## config.mk

```make
export PLATFORM = sky130hd
export DESIGN_NAME = acr_dma_copy
export DESIGN_NICKNAME = d
export VERILOG_FILES = /design/src/rtl/acr_dma_copy.sv
export SDC_FILE = /design/constraint.sdc
export NUM_CORES = 2
export LEC_CHECK = 0
export ABC_AREA = 1
export CAP_MARGIN = 20
export CORE_ASPECT_RATIO = 1.4
export CORE_MARGIN = 2
export CORE_UTILIZATION = 50
export CTS_CLUSTER_SIZE = 28
export DETAILED_ROUTE_END_ITERATION = 12
export DONT_BUFFER_PORTS = 1
export GPL_ROUTABILITY_DRIVEN = 0
export HOLD_SLACK_MARGIN = 0.05
export SYNTH_ARGS = -nofsm -noshare
export SYNTH_HDL_FRONTEND = slang
export SYNTH_SLANG_ARGS = --single-unit
```

## constraint.sdc

```tcl
create_clock -name acr_clk -period 7.25 [get_ports acr_clk]
set_input_delay 0.725 -clock acr_clk [delete_from_list [all_inputs] [get_ports acr_clk]]
set_output_delay 0.725 -clock acr_clk [all_outputs]
set_load 0.005 [all_outputs]
```

## src/rtl/acr_dma_copy.sv

```systemverilog
// acr_dma_copy: AXI memory-to-memory copy engine.
// One command (src, dst, beat count) is split into INCR bursts that never
// cross a 4 KB page. Read bursts land in a first-word-fall-through FIFO and
// are streamed back out as write bursts; the two sides run concurrently.
//
// Handshake rule used on every channel: a transfer happens on a rising edge
// where valid and ready are both high; a valid, once raised, stays high with
// a stable payload until that edge.
module acr_dma_copy #(
   parameter int ADDR_W     = 32,
   parameter int DATA_W     = 64,
   parameter int BURST_LEN  = 16,
   parameter int FIFO_DEPTH = 32
) (
   input  logic                acr_clk,
   input  logic                acr_rst,
   input  logic                cmd_valid,
   output logic                cmd_ready,
   input  logic [ADDR_W-1:0]   cmd_src,
   input  logic [ADDR_W-1:0]   cmd_dst,
   input  logic [15:0]         cmd_beats,
   output logic                busy,
   output logic                done,
   output logic                err,
   output logic [1:0]          dbg_state,
   output logic [ADDR_W-1:0]   axi_araddr,
   output logic [3:0]          axi_arlen,
   output logic                axi_arvalid,
   input  logic                axi_arready,
   input  logic [DATA_W-1:0]   axi_rdata,
   input  logic [1:0]          axi_rresp,
   input  logic                axi_rlast,
   input  logic                axi_rvalid,
   output logic                axi_rready,
   output logic [ADDR_W-1:0]   axi_awaddr,
   output logic [3:0]          axi_awlen,
   output logic                axi_awvalid,
   input  logic                axi_awready,
   output logic [DATA_W-1:0]   axi_wdata,
   output logic [DATA_W/8-1:0] axi_wstrb,
   output logic                axi_wlast,
   output logic                axi_wvalid,
   input  logic                axi_wready,
   input  logic [1:0]          axi_bresp,
   input  logic                axi_bvalid,
   output logic                axi_bready
);

   localparam int BYTES = DATA_W / 8;
   localparam int BSH   = $clog2(BYTES);
   localparam int PW    = $clog2(FIFO_DEPTH);
   localparam int CW    = PW + 1;

   typedef enum logic [1:0] {
      ST_IDLE = 2'd0,
      ST_RUN  = 2'd1,
      ST_FIN  = 2'd2
   } state_e;

   state_e            state_q, state_d;
   logic [ADDR_W-1:0] src_q, src_d, dst_q, dst_d;
   logic [15:0]       rd_rem_q, rd_rem_d, wr_rem_q, wr_rem_d;
   logic              err_q, err_d;
   logic              arvalid_q, arvalid_d;
   logic [ADDR_W-1:0] araddr_q, araddr_d;
   logic [3:0]        arlen_q, arlen_d;
   logic              rd_out_q, rd_out_d;
   logic [CW-1:0]     rsv_q, rsv_d;
   logic              awvalid_q, awvalid_d;
   logic [ADDR_W-1:0] awaddr_q, awaddr_d;
   logic [3:0]        awlen_q, awlen_d;
   logic              w_act_q, w_act_d;
   logic [4:0]        w_left_q, w_left_d;
   logic              b_pend_q, b_pend_d;
   logic [PW-1:0]     wptr_q, wptr_d, rptr_q, rptr_d;
   logic [CW-1:0]     cnt_q, cnt_d;

   logic [DATA_W-1:0] mem [FIFO_DEPTH];

   logic              r_hs, w_hs, b_hs, ar_go, aw_go;
   logic [4:0]        l_rd, l_wr;
   logic [CW-1:0]     free;

   // Beats in the next burst: limited by max length, what is left, and the
   // distance to the next 4 KB page of this side's address.
   function automatic logic [4:0] burst_len(input logic [ADDR_W-1:0] addr,
                                            input logic [15:0] rem);
      logic [12:0] to_bound;
      logic [15:0] l;
      to_bound = (13'h1000 - {1'b0, addr[11:0]}) >> BSH;
      l = 16'(BURST_LEN);
      if (rem < l) l = rem;
      if ({3'b000, to_bound} < l) l = {3'b000, to_bound};
      return l[4:0];
   endfunction

   assign r_hs = axi_rvalid && rd_out_q;
   assign w_hs = w_act_q && axi_wready;
   assign b_hs = axi_bvalid && b_pend_q;
   assign l_rd = burst_len(src_q, rd_rem_q);
   assign l_wr = burst_len(dst_q, wr_rem_q);
   // Space not yet holding data nor promised to an outstanding read burst.
   assign free = CW'(FIFO_DEPTH) - cnt_q - rsv_q;
   assign ar_go = (state_q == ST_RUN) && !rd_out_q && (rd_rem_q != 16'd0) &&
                  (32'(free) >= 32'(l_rd));
   assign aw_go = (state_q == ST_RUN) && !w_act_q && !b_pend_q && !awvalid_q &&
                  (wr_rem_q != 16'd0) && (32'(cnt_q) >= 32'(l_wr));

   // Next-state logic for the control FSM and both channel engines.
   always_comb begin
      state_d   = state_q;
      src_d     = src_q;
      dst_d     = dst_q;
      rd_rem_d  = rd_rem_q;
      wr_rem_d  = wr_rem_q;
      err_d     = err_q;
      arvalid_d = arvalid_q;
      araddr_d  = araddr_q;
      arlen_d   = arlen_q;
      rd_out_d  = rd_out_q;
      rsv_d     = rsv_q;
      awvalid_d = awvalid_q;
      awaddr_d  = awaddr_q;
      awlen_d   = awlen_q;
      w_act_d   = w_act_q;
      w_left_d  = w_left_q;
      b_pend_d  = b_pend_q;
      wptr_d    = wptr_q;
      rptr_d    = rptr_q;
      cnt_d     = cnt_q;

      if ((r_hs && axi_rresp != 2'b00) || (b_hs && axi_bresp != 2'b00)) err_d = 1'b1;

      case (state_q)
         ST_IDLE: begin
            if (cmd_valid) begin
               src_d    = cmd_src & ~ADDR_W'(BYTES - 1);
               dst_d    = cmd_dst & ~ADDR_W'(BYTES - 1);
               rd_rem_d = cmd_beats;
               wr_rem_d = cmd_beats;
               err_d    = 1'b0;
               state_d  = (cmd_beats == 16'd0) ? ST_FIN : ST_RUN;
            end
         end
         ST_RUN: begin
            // The B for the last write burst ends the command.
            if (b_hs && wr_rem_q == 16'd0) state_d = ST_FIN;
         end
         ST_FIN:  state_d = ST_IDLE;
         default: state_d = ST_IDLE;
      endcase

      // Read side.
      if (arvalid_q && axi_arready) arvalid_d = 1'b0;
      if (ar_go) begin
         arvalid_d = 1'b1;
         araddr_d  = src_q;
         arlen_d   = 4'(l_rd - 5'd1);
         rd_out_d  = 1'b1;
         src_d     = src_q + (ADDR_W'(l_rd) << BSH);
         rd_rem_d  = rd_rem_q - 16'(l_rd);
      end
      if (r_hs && axi_rlast) rd_out_d = 1'b0;
      rsv_d = rsv_q + (ar_go ? CW'(l_rd) : CW'(0)) - CW'(r_hs);

      // Write side.
      if (awvalid_q && axi_awready) awvalid_d = 1'b0;
      if (aw_go) begin
         awvalid_d = 1'b1;
         awaddr_d  = dst_q;
         awlen_d   = 4'(l_wr - 5'd1);
         w_act_d   = 1'b1;
         w_left_d  = l_wr;
         dst_d     = dst_q + (ADDR_W'(l_wr) << BSH);
         wr_rem_d  = wr_rem_q - 16'(l_wr);
      end
      if (w_hs) begin
         w_left_d = w_left_q - 5'd1;
         if (w_left_q == 5'd1) begin
            w_act_d  = 1'b0;
            b_pend_d = 1'b1;
         end
      end
      if (b_hs) b_pend_d = 1'b0;

      // FIFO bookkeeping.
      if (r_hs) wptr_d = wptr_q + PW'(1);
      if (w_hs) rptr_d = rptr_q + PW'(1);
      cnt_d = cnt_q + CW'(r_hs) - CW'(w_hs);
   end

   // State registers with synchronous reset.
   always_ff @(posedge acr_clk) begin
      if (acr_rst) begin
         state_q   <= ST_IDLE;
         src_q     <= '0;
         dst_q     <= '0;
         rd_rem_q  <= '0;
         wr_rem_q  <= '0;
         err_q     <= 1'b0;
         arvalid_q <= 1'b0;
         araddr_q  <= '0;
         arlen_q   <= '0;
         rd_out_q  <= 1'b0;
         rsv_q     <= '0;
         awvalid_q <= 1'b0;
         awaddr_q  <= '0;
         awlen_q   <= '0;
         w_act_q   <= 1'b0;
         w_left_q  <= '0;
         b_pend_q  <= 1'b0;
         wptr_q    <= '0;
         rptr_q    <= '0;
         cnt_q     <= '0;
      end else begin
         state_q   <= state_d;
         src_q     <= src_d;
         dst_q     <= dst_d;
         rd_rem_q  <= rd_rem_d;
         wr_rem_q  <= wr_rem_d;
         err_q     <= err_d;
         arvalid_q <= arvalid_d;
         araddr_q  <= araddr_d;
         arlen_q   <= arlen_d;
         rd_out_q  <= rd_out_d;
         rsv_q     <= rsv_d;
         awvalid_q <= awvalid_d;
         awaddr_q  <= awaddr_d;
         awlen_q   <= awlen_d;
         w_act_q   <= w_act_d;
         w_left_q  <= w_left_d;
         b_pend_q  <= b_pend_d;
         wptr_q    <= wptr_d;
         rptr_q    <= rptr_d;
         cnt_q     <= cnt_d;
      end
   end

   // FIFO storage; contents need no reset since the pointers define validity.
   always_ff @(posedge acr_clk) begin
      if (r_hs && !acr_rst) mem[wptr_q] <= axi_rdata;
   end

   assign cmd_ready   = (state_q == ST_IDLE);
   assign busy        = (state_q == ST_RUN);
   assign done        = (state_q == ST_FIN);
   assign err         = err_q;
   assign dbg_state   = state_q;
   assign axi_araddr  = araddr_q;
   assign axi_arlen   = arlen_q;
   assign axi_arvalid = arvalid_q;
   assign axi_rready  = rd_out_q;
   assign axi_awaddr  = awaddr_q;
   assign axi_awlen   = awlen_q;
   assign axi_awvalid = awvalid_q;
   assign axi_wdata   = mem[rptr_q];
   assign axi_wstrb   = '1;
   assign axi_wvalid  = w_act_q;
   assign axi_wlast   = w_act_q && (w_left_q == 5'd1);
   assign axi_bready  = b_pend_q;

endmodule

```

# [Word level (Yosys, flattened, before mapping)]
# Memory sizes are Yosys's and may differ from the RTL's. A register that Yosys moved wholly into a read port is not among the register bits.
# Cells that the tools add are included.
[op_classes] addsub=17 magnitude_cmp=6 eq_ne=5 n_mux=35 reduce_logical=45
[ops] op="32-bit two-way mux" count=6
[ops] op="16-bit two-way mux" count=6
[ops] op="32-bit by 8-bit adder with 32-bit output" count=2
[ops] op="5-bit two-way mux" count=7
[ops] op="16-bit logical NOT" count=2
[ops] op="10-bit by 16-bit less-than comparator with 1-bit output" count=2
[ops] op="16-bit by 5-bit less-than comparator with 1-bit output, second input constant" count=2
[ops] op="16-bit nonzero test" count=2
[ops] op="16-bit by 5-bit subtractor with 16-bit output" count=2
[ops] op="13-bit by 12-bit subtractor with 13-bit output, first input constant" count=2
[ops] op="1-bit logical AND" count=19
[ops] op="2-bit nonzero test" count=9
[ops] op="6-bit by 5-bit >= comparator with 1-bit output" count=2
[ops] op="1-bit two-way mux" count=12
[ops] op="6-bit by 1-bit subtractor with 6-bit output" count=2
[ops] op="5-bit by 1-bit adder with 5-bit output, second input constant" count=2
[ops] op="2-bit AND reduction" count=4
[ops] op="4-bit by 1-bit subtractor with 4-bit output, second input constant" count=2
[ops] op="6-bit by 1-bit adder with 6-bit output" count=1
[ops] op="6-bit by 5-bit adder with 6-bit output" count=1
[ops] op="2-bit two-way mux" count=3
[ops] op="6-bit subtractor" count=1
[ops] op="6-bit subtractor, first input constant" count=1
[ops] op="5-bit by 1-bit == test with 1-bit output, second input constant" count=1
[ops] op="10 further kinds" count=15
[totals] ff_bits=203 ramBits=2048 inputBits=157 output_inout_bits=156 memories=1
[memory_table] memory="mem" depth=32 word_bits=64 read_ports=1 rd_clocked_by_memory_dff=1 write_ports=1 line_no="78" source="logic [DATA_W-1:0] mem [FIFO_DEPTH];"

# [Longest topological paths before layout]
[logic_depth] ltp_word=9 depth_mapped=45 mapped_depth_nobuf=43

# [Worst setup path after synthesis]
# OpenSTA, ideal clock, no wires.
[synth_path] path_type="reg-to-reg" start="register src_q[4]" end="register rsv_q[5]" setup_time_ns=0.070 arrival_ns=4.944 slack_ns=2.236 path_stages_with_launch=38 period_less_slack_ns=5.014 path_cell_list="dfxtp_1 > inv_1 > ha_1 > nand2_1 > nor2_1 > nand3_1 > nor3_1 > xor2_1 > ha_1 > a21oi_1 > nand2_2 > nand2_1 > nand2_1 > ha_1 > a21boi_0 > o21a_1 > o21ai_0 > nand2_1 > [2 not listed] > buf_4 > buf_2 > buf_2 > nand2_1 > ha_1 > inv_1 > ha_1 > a21oi_1 > nor2_1 > nor2_1 > inv_1 > nand2_1 > inv_1 > nor2_1 > nor2_1 > nor2_1 > o21ai_0 > a21oi_1"
[synth_between] elab_chain_cells=8
[synth_lines] item="from (decl)" line_no="61" source="logic [ADDR_W-1:0] src_q, src_d, dst_q, dst_d;"
[synth_lines] item="from (signal assigned)" line_no="217" source="src_q <= src_d;"
[synth_lines] item="13-bit by 12-bit subtractor with 13-bit output *" line_no="90" source="to_bound = (13'h1000 - {1'b0, addr[11:0]}) >> BSH;"
[synth_lines] item="10-bit by 16-bit less-than comparator with 1-bit output" line_no="93" source="if ({3'b000, to_bound} < l) l = {3'b000, to_bound};"
[synth_lines] item="5-bit two-way mux *" line_no="93"
[synth_lines] item="6-bit by 5-bit >= comparator with 1-bit output" line_no="105" source="(32'(free) >= 32'(l_rd));"
[synth_lines] item="1-bit logical AND" line_no="104" source="assign ar_go = (state_q == ST_RUN) && !rd_out_q && (rd_rem_q != 16'd0) &&"
[synth_lines] item="5-bit two-way mux *" line_no="164" source="rsv_d = rsv_q + (ar_go ? CW'(l_rd) : CW'(0)) - CW'(r_hs);"
[synth_lines] item="6-bit by 5-bit adder with 6-bit output *" line_no="164"
[synth_lines] item="6-bit by 1-bit subtractor with 6-bit output *" line_no="164"
[synth_lines] item="to (signal assigned)" line_no="226" source="rsv_q <= rsv_d;"
[synth_lines] item="to (decl)" line_no="68" source="logic [CW-1:0] rsv_q, rsv_d;"
# Mark *: on every way between the ends. The rest lies on a longest branch, timed or not.
# A chain may end at the register's enable or synchronous reset.

# [Worst setup path after layout]
[layout_path] start="register dst_q[4]" end="register dst_q[3]"
[layout_between] elab_chain_cells=7 elab_cells_between_ends=10 cone_classes="add/sub (2); order compare (2); mux (2); reduce/logical (4)"
[layout_lines] item="from (decl)" line_no="61"
[layout_lines] item="from (signal assigned)" line_no="218" source="dst_q <= dst_d;"
[layout_lines] item="13-bit by 12-bit subtractor with 13-bit output *" line_no="90"
[layout_lines] item="10-bit by 16-bit less-than comparator with 1-bit output" line_no="93"
[layout_lines] item="5-bit two-way mux *" line_no="93"
[layout_lines] item="parallel branches: the longest is 4 deep, another holds 32-bit by 8-bit adder with 32-bit output"
# Every way passes the cells marked *.

==> results.txt <==
Synth Area in XOR/XNOR - 0.004704
Post-synth EDFFs - 2048
synth warn - 0
Max Slew Vio Count - 0
Tcrit/Tclk final - 0.8060
vias in the first global route - 59060
Synth Area per Inst - 12.03 µm²
Slew HR - 0.2317
simple-gate share of the synthesized area - 0.09481
CP startpoint kind - register
vias - 61530
WP data required - 8.01 ns
post-synthesis async set-or-reset flop share - 0
Hold Crit Class - input pin to register
RSZ-0062 raised after global routing - no
CP Capture Type - register
clock tree buffer depth - 3
die footprint - 186000 µm²
final hold vios - 0
share of layout cells above drive strength 1 - 0.06343
layout net count - 7793
Design Area, Final - 101800 µm²
htree depth - 4
placed cell count - 9627
Starting Density - 0.5028
WS Path Type - register to register
Distinct cells, synth - 52
post-route setup TNS - 0 ns
Seq/Total Area, Yosys - 0.7170
area occupied by multi-input gates - 23140 µm²
Port Buffers - 0
Placeable Area - 181500 µm²
synth-to-layout area growth - 11.57%
first-pass GRT wire length - 379100 µm
Die H - 509.4 µm
vias per cell - 6.060
Synth Flop Type - edfxtp_1
largest net degree at the start of global routing - 207
final wirelength - 258300 µm
commonest non-fill, non-tap cells in the layout - edfxtp_1, nor2_1, o21ai_0, nand2_1, o22ai_1
Cell Area, Synth - 91240 µm²
fin cells - 10150
CP max FO - 22
total gr overflow - 0
Ports - 313
Leakage - 34.04 nW
CTS Buf Count - 211
clk slew on worst S/H paths - 0.07 ns
pre-CTS WS - 1.576 ns
CTS Root Cell - clkbuf_16
largest family of logic cells by synthesized area - compound AO/OA/AOI/OAI gates
worst skew pair latency - 0.88 ns
most common cell after layout, fill and taps aside - edfxtp_1
Max Cap Viol - 0
fmax - 171.1 MHz
initial antenna violation count - 18
DR DRC count - 0
Overall Global Routing Usage - 0.2735
Hold Slack - 0.1023 ns
Routed Antenna Nets - 0
CTS tree - done
Synth Area in Adders - 0.01333
Max VDD drop - 264.2 µV
Final Skew - 0.03250 ns
Worst-Margin Slew - 1.150 ns
Die Width - 365.0 µm
final worst slack - 1.406 ns
Final min period - 5.844 ns
CTS sink cnt - 2244
DR pass1 iterations - 6
mux share of post-synthesis cell area - 0
Row Count - 185
Synth Instances - 7587
critical path data arrival time - 6.60 ns
WL per Instance - 25.44 µm
status - finished clean
register area - 65440 µm²
first-iteration detailed-routing DRC count - 6854
complex-gate fraction of the synthesized area - 0.1371
#FFs+latches synth - 2244
dpl cell area - 93660 µm²
Cell Pwr Density - 318.2 nW/µm²
dpl hpwl - 129500 µm
Fillers - 15000
setup violators final - 0
==> flip-flops by register name, indices dropped and copies added, names as in the netlist, named ones only <==
name and flops:
axi_wvalid 1, rsv_q 6, w_left_q 5, axi_arvalid 1
axi_araddr 29, wptr_q 5, dst_q 29, src_q 29
wr_rem_q 16, rd_rem_q 16, cnt_q 6, axi_awlen 4
dbg_state 2, axi_bready 1, axi_awaddr 29, axi_arlen 4
axi_awvalid 1, mem 2048, axi_rready 1, rptr_q 5
err 1
==> cells in the mapped netlist, types with 5 or more instances <==
master       n  area [µm²]
o21ai_0   1340        6706
buf_4       22       165.2
a211oi_1    21       157.7
xnor2_1      7       61.31
fa_1         7       140.1
a21oi_1    139       695.7
o31ai_1     21       157.7
or2_2       16       100.1
o21a_1       6       45.04
clkbuf_1   386        1449
nor4_1      18       112.6
o22ai_1    558        3491
xor2_1      42       367.9
buf_2       91       455.4
nand2_1    573        2151
nand4_1     24       150.1
o211a_1     13       130.1
o211ai_1    13       97.59
nand3b_1     5       37.54
inv_2        6       22.52
edfxtp_1  2048       61500
dfxtp_1    196        3924
o221ai_1    46       402.9
nor2_2       5       31.28
a31oi_1     67       419.2
ha_1        86        1076
buf_1       20       75.07
inv_1      216       810.8
o21ai_1      6       30.03
nor3_1      42       210.2
nand3_1     90       450.4
nor2_1    1418        5323
==> worst max-delay path, cell delays in order (launching register included) <==
cell           delay, ns
dfxtp_1             0.36
nor3_1              0.37
nand3b_1            0.19
nor3_1              0.26
xor2_1              0.21
ha_1                0.27
nand2_1             0.09
nor2_1              0.05
a211oi_1            0.16
nand2_1             0.07
nand2_1             0.14
nand2_1             0.16
nand2_1             0.10
nand2_1             0.22
ha_1                0.36
a21boi_0            0.17
o21ai_0             0.09
a21boi_0            0.16
o21ai_0             0.09
nand2_1             0.07
nand2_2             0.13
nand2_1             0.61
inv_1               0.42
buf_16              0.28
nand2_1             0.06
a31oi_1             0.06
dlygate4sd3_1       0.57
==> repair_timing <==
item	4_1_cts	5_1_grt
resized for setup	0	0
setup buffers	0	0
hold buffers	109	0
endpoints found under the hold margin	2165	0
==> layout make-up <==
cell class,count,area share
antenna,13,0.0003196
clock buffer,251,0.05376
clock inverter,128,0.009648
inverter,226,0.008677
multi-input combinational,4619,0.2274
sequential,2244,0.6429
tap,2431,0.02988
timing repair buffer,241,0.02751
==> per-layer routing <==
metal / vias to the layer above / wire (µm) / global-route usage
met1: 30880 / 102500 / 0.3521
li1: 27680 / - / -
met2: 2436 / 128200 / 0.4700
met4: 8 / 8511 / 0.09311
met3: 521 / 19030 / 0.04559
met5: - / 51 / 0
==> final timing paths <==
check         startpoint     endpoint  slack [ns]  cells after the start
min reg2reg  rd_rem_q[6]  rd_rem_q[6]        0.49                      2
max reg2reg     dst_q[4]     dst_q[3]        1.41                     26
min          cmd_src[15]    src_q[15]        0.10                      4
max             dst_q[4]     dst_q[3]        1.41                     26
==> per-stage QoR <==
step	total power (W)	utilization
after floorplan	0.02015	-
after global placement	0.02172	0.5155
after detailed placement	0.02183	0.5161
after CTS	0.03249	0.5579
after global routing	0.03401	0.5609
final	0.03239	0.5610
==> logic make-up (layout without fill, tap and decap cells) <==
group,count (synthesis),in the layout
AOI/OAI and AO/OA,2250,2250
xor gates and xnor gates,49,49
adders and majority gates,93,93
buffers and inverters,746,846
DFF,2244,2244
other,2,37
and+or+nand+nor,2203,2203
==> power by group <==
part,internal [W],switching (W)
logic,0.00235,0.00476
registers,0.0144,0.000313
clock network,0.00570,0.00483
No activity file was read; power rests on OpenSTA's default activity.
